===== config.mk =====
export PLATFORM = sky130hd
export DESIGN_NAME = load_use_hazard_ctrl
export DESIGN_NICKNAME = d
export VERILOG_FILES = /design/src/rtl/load_use_hazard_ctrl.sv
export SDC_FILE = /design/constraint.sdc
export NUM_CORES = 1
export LEC_CHECK = 0
export ABC_CLOCK_PERIOD_IN_PS = 2150
export BUFFER_PORTS_ARGS = -buffer_cell sky130_fd_sc_hd__clkbuf_2
export CORE_MARGIN = 8
export CORE_UTILIZATION = 33
export DETAILED_ROUTE_END_ITERATION = 12
export GPL_TIMING_DRIVEN = 0
export PLACE_DENSITY = 0.85
export REMOVE_ABC_BUFFERS = 1
export SYNTH_ARGS = -nofsm -noshare
export SYNTH_HDL_FRONTEND = slang
export SYNTH_SLANG_ARGS = --single-unit

===== constraint.sdc =====
create_clock -name clk -period 2.15 [get_ports clk]
set_input_delay 0.43 -clock clk [delete_from_list [all_inputs] [get_ports clk]]
set_output_delay 0.43 -clock clk [all_outputs]
set_load 0.1 [all_outputs]

===== src/rtl/load_use_hazard_ctrl.sv =====
// ============================================================================
// load_use_hazard_ctrl
// ----------------------------------------------------------------------------
// Load-use hazard and branch-flush controller that sits at the EXE end of the
// ID/EXE pipeline register of a classic 5-stage MIPS-style pipeline.
//
// The EXE-stage copy of MemRead and rt (the load destination, as latched in
// ID/EXE) is compared against the source registers of the instruction
// currently in ID. On a dependency, PC and IF/ID are frozen and bubbles are
// injected into ID/EXE for LOAD_LAT cycles. A branch/jump resolved taken in
// ID flushes IF/ID, unless a stall is being raised in the same cycle.
//
// Parameters:
//   LOAD_LAT  data-memory load latency = bubble cycles per hazard (1..15)
//   CNT_W     width of each performance counter
//
// Ports:
//   clk            in   system clock, rising edge
//   rst            in   synchronous reset, active-low (0 = reset)
//   id_rs          in   [4:0] rs field of the ID instruction
//   id_rt          in   [4:0] rt field of the ID instruction
//   id_uses_rs     in   ID instruction reads rs
//   id_uses_rt     in   ID instruction reads rt
//   exe_mem_read   in   MemRead held in ID/EXE
//   exe_rt         in   [4:0] load destination held in ID/EXE
//   branch_taken   in   branch/jump resolved taken in ID this cycle
//   pc_write       out  PC update enable
//   if_id_write    out  IF/ID write enable
//   if_id_flush    out  clear IF/ID to NOP on the next edge
//   id_exe_bubble  out  zero the ID/EXE control fields on the next edge
//   hz_state       out  [1:0] FSM state (debug)
//   stall_cnt      out  [CNT_W-1:0] total stall cycles (saturating)
//   flush_cnt      out  [CNT_W-1:0] total IF/ID flushes (saturating)
//
// Build option:
//   HAZARD_PERF_CNT_EN  when defined, stall_cnt / flush_cnt are real
//                       saturating counters; otherwise both are tied to 0.
// ============================================================================
module load_use_hazard_ctrl #(
    parameter int LOAD_LAT = 1,
    parameter int CNT_W    = 32
) (
    input  logic             clk,
    input  logic             rst,
    input  logic [4:0]       id_rs,
    input  logic [4:0]       id_rt,
    input  logic             id_uses_rs,
    input  logic             id_uses_rt,
    input  logic             exe_mem_read,
    input  logic [4:0]       exe_rt,
    input  logic             branch_taken,
    output logic             pc_write,
    output logic             if_id_write,
    output logic             if_id_flush,
    output logic             id_exe_bubble,
    output logic [1:0]       hz_state,
    output logic [CNT_W-1:0] stall_cnt,
    output logic [CNT_W-1:0] flush_cnt
);

    typedef enum logic [1:0] {
        RUN   = 2'b00,
        STALL = 2'b01
    } state_t;

    // The first stall cycle is spent in RUN (the cycle hz is detected), so
    // STALL covers the remaining LOAD_LAT-1 cycles: wait_cnt counts down
    // from LOAD_LAT-2 to 0 inclusive.
    localparam logic [3:0] STALL_INIT = (LOAD_LAT > 1) ? 4'(LOAD_LAT - 2) : 4'd0;
    localparam bit         USE_STALL  = (LOAD_LAT > 1);

    state_t     state_reg;
    state_t     state_next;
    logic [3:0] wait_cnt_reg;
    logic [3:0] wait_cnt_next;

    logic       hz;
    logic       src_rs_match;
    logic       src_rt_match;

    // ------------------------------------------------------------------
    // Hazard detection. $0 is hard-wired zero, so a load "into" it can
    // never create a real dependency.
    // ------------------------------------------------------------------
    assign src_rs_match = id_uses_rs && (id_rs == exe_rt);
    assign src_rt_match = id_uses_rt && (id_rt == exe_rt);
    assign hz = exe_mem_read && (exe_rt != 5'd0) && (src_rs_match || src_rt_match);

    // ------------------------------------------------------------------
    // Pipeline control outputs: combinational from state and inputs so the
    // stall takes effect in the very cycle the dependency is seen.
    // ------------------------------------------------------------------
    always_comb begin
        pc_write      = 1'b1;
        if_id_write   = 1'b1;
        if_id_flush   = 1'b0;
        id_exe_bubble = 1'b0;
        if (!rst) begin
            // Hold the front end and drain both pipeline registers to NOPs.
            pc_write      = 1'b0;
            if_id_write   = 1'b0;
            if_id_flush   = 1'b1;
            id_exe_bubble = 1'b1;
        end else if (state_reg == STALL) begin
            // Stall in progress: hz and branch_taken are both ignored.
            pc_write      = 1'b0;
            if_id_write   = 1'b0;
            id_exe_bubble = 1'b1;
        end else if (hz) begin
            // Stall beats a simultaneous taken branch; the branch sits in ID
            // and resolves again once the stall is over.
            pc_write      = 1'b0;
            if_id_write   = 1'b0;
            id_exe_bubble = 1'b1;
        end else begin
            // RUN (and the illegal encodings, which behave as RUN).
            if_id_flush   = branch_taken;
        end
    end

    // ------------------------------------------------------------------
    // Next-state logic
    // ------------------------------------------------------------------
    always_comb begin
        state_next    = state_reg;
        wait_cnt_next = wait_cnt_reg;
        case (state_reg)
            RUN: begin
                // With LOAD_LAT==1 the bubble itself moves the load out of
                // EXE, so hz drops next cycle without any extra state.
                if (hz && USE_STALL) begin
                    state_next    = STALL;
                    wait_cnt_next = STALL_INIT;
                end
            end
            STALL: begin
                if (wait_cnt_reg == 4'd0) begin
                    state_next = RUN;
                end else begin
                    wait_cnt_next = wait_cnt_reg - 4'd1;
                end
            end
            default: begin
                // Unreachable encodings recover to RUN on the next edge.
                state_next    = RUN;
                wait_cnt_next = 4'd0;
            end
        endcase
    end

    always_ff @(posedge clk) begin
        if (!rst) begin
            state_reg    <= RUN;
            wait_cnt_reg <= 4'd0;
        end else begin
            state_reg    <= state_next;
            wait_cnt_reg <= wait_cnt_next;
        end
    end

    // Debug view of the FSM; shows RUN while reset is held so a stall that
    // was aborted by reset is not reported.
    assign hz_state = rst ? state_reg : RUN;

    // ------------------------------------------------------------------
    // Optional saturating performance counters
    // ------------------------------------------------------------------
`ifdef HAZARD_PERF_CNT_EN
    logic [CNT_W-1:0] stall_cnt_reg;
    logic [CNT_W-1:0] flush_cnt_reg;

    always_ff @(posedge clk) begin
        if (!rst) begin
            stall_cnt_reg <= '0;
            flush_cnt_reg <= '0;
        end else begin
            // Counters stick at all-ones instead of wrapping.
            if (!pc_write && (stall_cnt_reg != {CNT_W{1'b1}})) begin
                stall_cnt_reg <= stall_cnt_reg + 1'b1;
            end
            if (if_id_flush && (flush_cnt_reg != {CNT_W{1'b1}})) begin
                flush_cnt_reg <= flush_cnt_reg + 1'b1;
            end
        end
    end

    assign stall_cnt = stall_cnt_reg;
    assign flush_cnt = flush_cnt_reg;
`else
    assign stall_cnt = '0;
    assign flush_cnt = '0;
`endif

endmodule


* Yosys cells after proc, flatten, opt, wreduce, memory -nomap -nowiden
Index checks and enable logic that the tools add are counted.
Operators by class: add/sub/neg operators 1, equal/unequal tests 5, muxes and demuxes 14, bitwise operators 1, reductions and logical operators 10
Operators by type and width (count):
- 5-bit equality test | 2
- 1-bit 2-to-1 mux | 9
- 4-bit case mux with 2 select lines | 1
- 5-bit nonzero test | 1
- 1-bit logical AND | 4
- 4-bit logical NOT | 1
- 2-bit 2-to-1 mux | 2
- 4-bit 2-to-1 mux | 1
- 2-bit case mux with 2 select lines | 1
- 2-bit AND reduction | 2
- 4-bit by 1-bit subtractor with 4-bit output (second input constant) | 1
- 2-bit by 1-bit equality test with 1-bit output (second input constant) | 1
- 2-bit logical NOT | 1
- 2-bit by 1-bit inequality test with 1-bit output (second input constant) | 1
- 2-bit inequality test (second input constant) | 1
- 1-bit logical OR | 1
- 1-bit NOT | 1
Storage, ports and cells: register bits after elaboration 6, output and inout bits 70

* Longest topological paths before layout
word-level depth 7, gate-level depth with buffers 5

* Worst setup path after synthesis
No wires, ideal clock.
path kind in2out, from in exe_rt[2], to out pc_write, arrival time 3.073 ns, required time 1.720 ns, slack -1.353 ns, stages 4, cell sequence or4_1 -> o21a_1 -> a21boi_1 -> buf_4
Between the ends: word-level cells in the longest chain between the ends 7
RTL lines:
- from (decl) | line 50 | input logic [4:0] exe_rt,
- 5-bit equality test, on equally long branches | line 85, 86
- 1-bit logical AND, on equally long branches | line 85, 86
- 1-bit logical OR | line 87 | assign hz = exe_mem_read && (exe_rt != 5'd0) && (src_rs_match || src_rt_match);
- 1-bit logical AND * | line 87
- 1-bit 2-to-1 mux * (3 in series)
- to (decl) | line 52 | output logic pc_write,
Every way passes the cells marked *; elsewhere a longest branch is shown, timed or not.

* Final worst setup path
from in exe_rt[2], to out if_id_write
Between the ends: word-level cells in the longest chain between the ends 7
RTL lines:
- 5-bit equality test, on equally long branches | line 85, 86
- 1-bit logical AND, on equally long branches | line 85, 86
- 1-bit logical OR | line 87
- 1-bit logical AND * | line 87
- 1-bit 2-to-1 mux * | line 109 | end else if (hz) begin
- 1-bit 2-to-1 mux * | line 104 | end else if (state_reg == STALL) begin
- 1-bit 2-to-1 mux * | line 98 | if (!rst) begin
- to (decl) | line 53 | output logic if_id_write,
Marked as above.

==> impl_metrics.ini <==
[die]
die_y_um = 60.9
die_area_sq_um = 3710
rows = 16
chipWidth_um = 60.9
core_region_area_sq_um = 1940
start_util_pct = 34.3
io_pins = 91

[routing]
drtAntennaViolNets = 0
drt_iter0_markers = 2
vias = 413
dr.pass1.iters = 3
viasPerCell = 2.99
wl_per_cell_um = 11.0
drc_errors = 0
finalWirelength_um = 1520

[yosys]
syn_area_per_cell_sq_um = 7.48
yosys-top-cells-count = buf_4 (67), xnor2_1 (10), nand2_1 (2), nand4_1 (2)
netlist_instances = 89
synthDominantCellAreaShare_pct = 75.6
synth_area_sq_um = 666
yosysWarnings = 0
yosysMostFrequentCell = buf_4
synth_top_area_cell = buf_4
ys_seq_area_share_pct = 0
ys_types = 12
synthTopCellsByArea = buf_4 (76%), xnor2_1 (13%), nand4_1 (1.9%)

[pwr]
seqPwrFrac_pct = 0
p_leak_nw = 0.392
irDropWorstVdd_mv = 0.294
p_per_area_nw_per_um2 = 923
internal_power_w = 0.0000514
pwr-share-clk_pct = 0
swShare_pct = 91.7
switching_power_w = 0.000567
power_frac_comb_pct = 100.0

[placed_design]
place_congestion = 0.688
numPortBuffers = 24
dpl.hpwl_um = 1380
dp_slack_ns = -0.240
place_area_sq_um = 561
dp_cells = 138

[setup_path]
cp_cell_sequence = buf_8, or4_4, o21a_4, a21boi_4, buf_12
critPathMaxFanout = 3
crit_family = simple AND/OR/NAND/NOR gates
crit_type = in2out
end_kind = primary output
required_ns = 1.72
critical_path.max_stage_delay_ns = 0.53
critPathSlowestCell = or4_4
path_buf_inv = 2
start_kind = primary input
worstPathArrival_ns = 1.70

[timing]
hold_viol_final = 0
period_needed_ns = 2.13
fin_crit_sh_pct = 99.2
hold_slack_ns = 1.27
maxSlewViolCount = 0
fin_ws_ns = 0.0178
fmax_mhz = 469
rsz0062_at_grt = true
setup_viol = 0

[clock_tree]
post-cts-setup-buffer-count = 0
holdBufCountCts = 0

[layout]
nClkBuffers = 0
final_util_pct = 34.5
drive_above_1_share_pct = 26.1
nets = 134
seq_cells = 0
syn_to_final_growth_pct = 0.564
diodes = 0
stdcell_count = 138
regArea_sq_um = 0
n_fill_cell = 219
final_cell_area_sq_um = 669

[job]
cap_violations = 0

[global_route]
grt_pass1_vias = 406
grt_overflow_total = 0
grt_use_total_pct = 5.45
antenna_found_initial = 0
grt_pass1_wl_um = 1630
grt_max_degree = 5

[min_path]
worstHoldPathType = in2out

[outcome]
status = finished, final reports clean
## cells by family after synthesis
logic type | share of synthesized area (%)
buf+inv | 75.6
xor+xnor | 13.2
compound gates | 5.64
other cells | 0.563
simple gates | 5.08
## path summary, 6_finish.rpt
path,from,cells past startpoint,end,slack [ns]
max,exe_rt[2],5,if_id_write,0.02
min,rst,3,if_id_flush,1.27
## stage by stage
| stage | setup TNS [ns] | power (W) |
|---|---|---|
| 2_1_floorplan | -5.36 | 0.000556 |
| 3_3_place_gp | -0.789 | 0.000586 |
| 3_5_place_dp | -0.808 | 0.000586 |
| 4_1_cts | -0.0440 | 0.000596 |
| 5_1_grt | -0.0183 | 0.000631 |
| 6_report | 0 | 0.000618 |
## area by class of cell
cell class,instances,area [sq um],area share [%]
tap,27,33.8,5.05
timing repair buffer,24,185,27.7
multi-input combinational,87,450,67.3
## layout by cell type, fill, tap and decap left out, types with 2 or more instances in the layout
master and instances:
buf_12 2, buf_8 2, clkbuf_2 18, conb_1 66
nand2_1 2, nand4_1 2, xnor2_1 10
## what timing repair did
item / 4_1_cts / 5_1_grt
resized for setup: 10 / 17
pin swaps: 1 / 1
cloned: 0 / 0
endpoints found under the setup margin: 4 / 3
hold endpoints to repair: 0 / 0
## power groups by stage
stage                     combinational, W  clock, W  sequential (W)
after CTS                         0.000596         0               0
after floorplan                   0.000556         0               0
final                             0.000618         0               0
after global routing              0.000631         0               0
after global placement            0.000586         0               0
after detailed placement          0.000586         0               0
## per-layer routing
layer	part of all wire (%)	vias to the layer above	track usage [%]
met5	0	-	0
met4	0	0	0
met3	15	0	0.847
met2	58	44	12.8
met1	27	178	4.59
li1	-	191	-
Power figures use the tool's default switching activity.
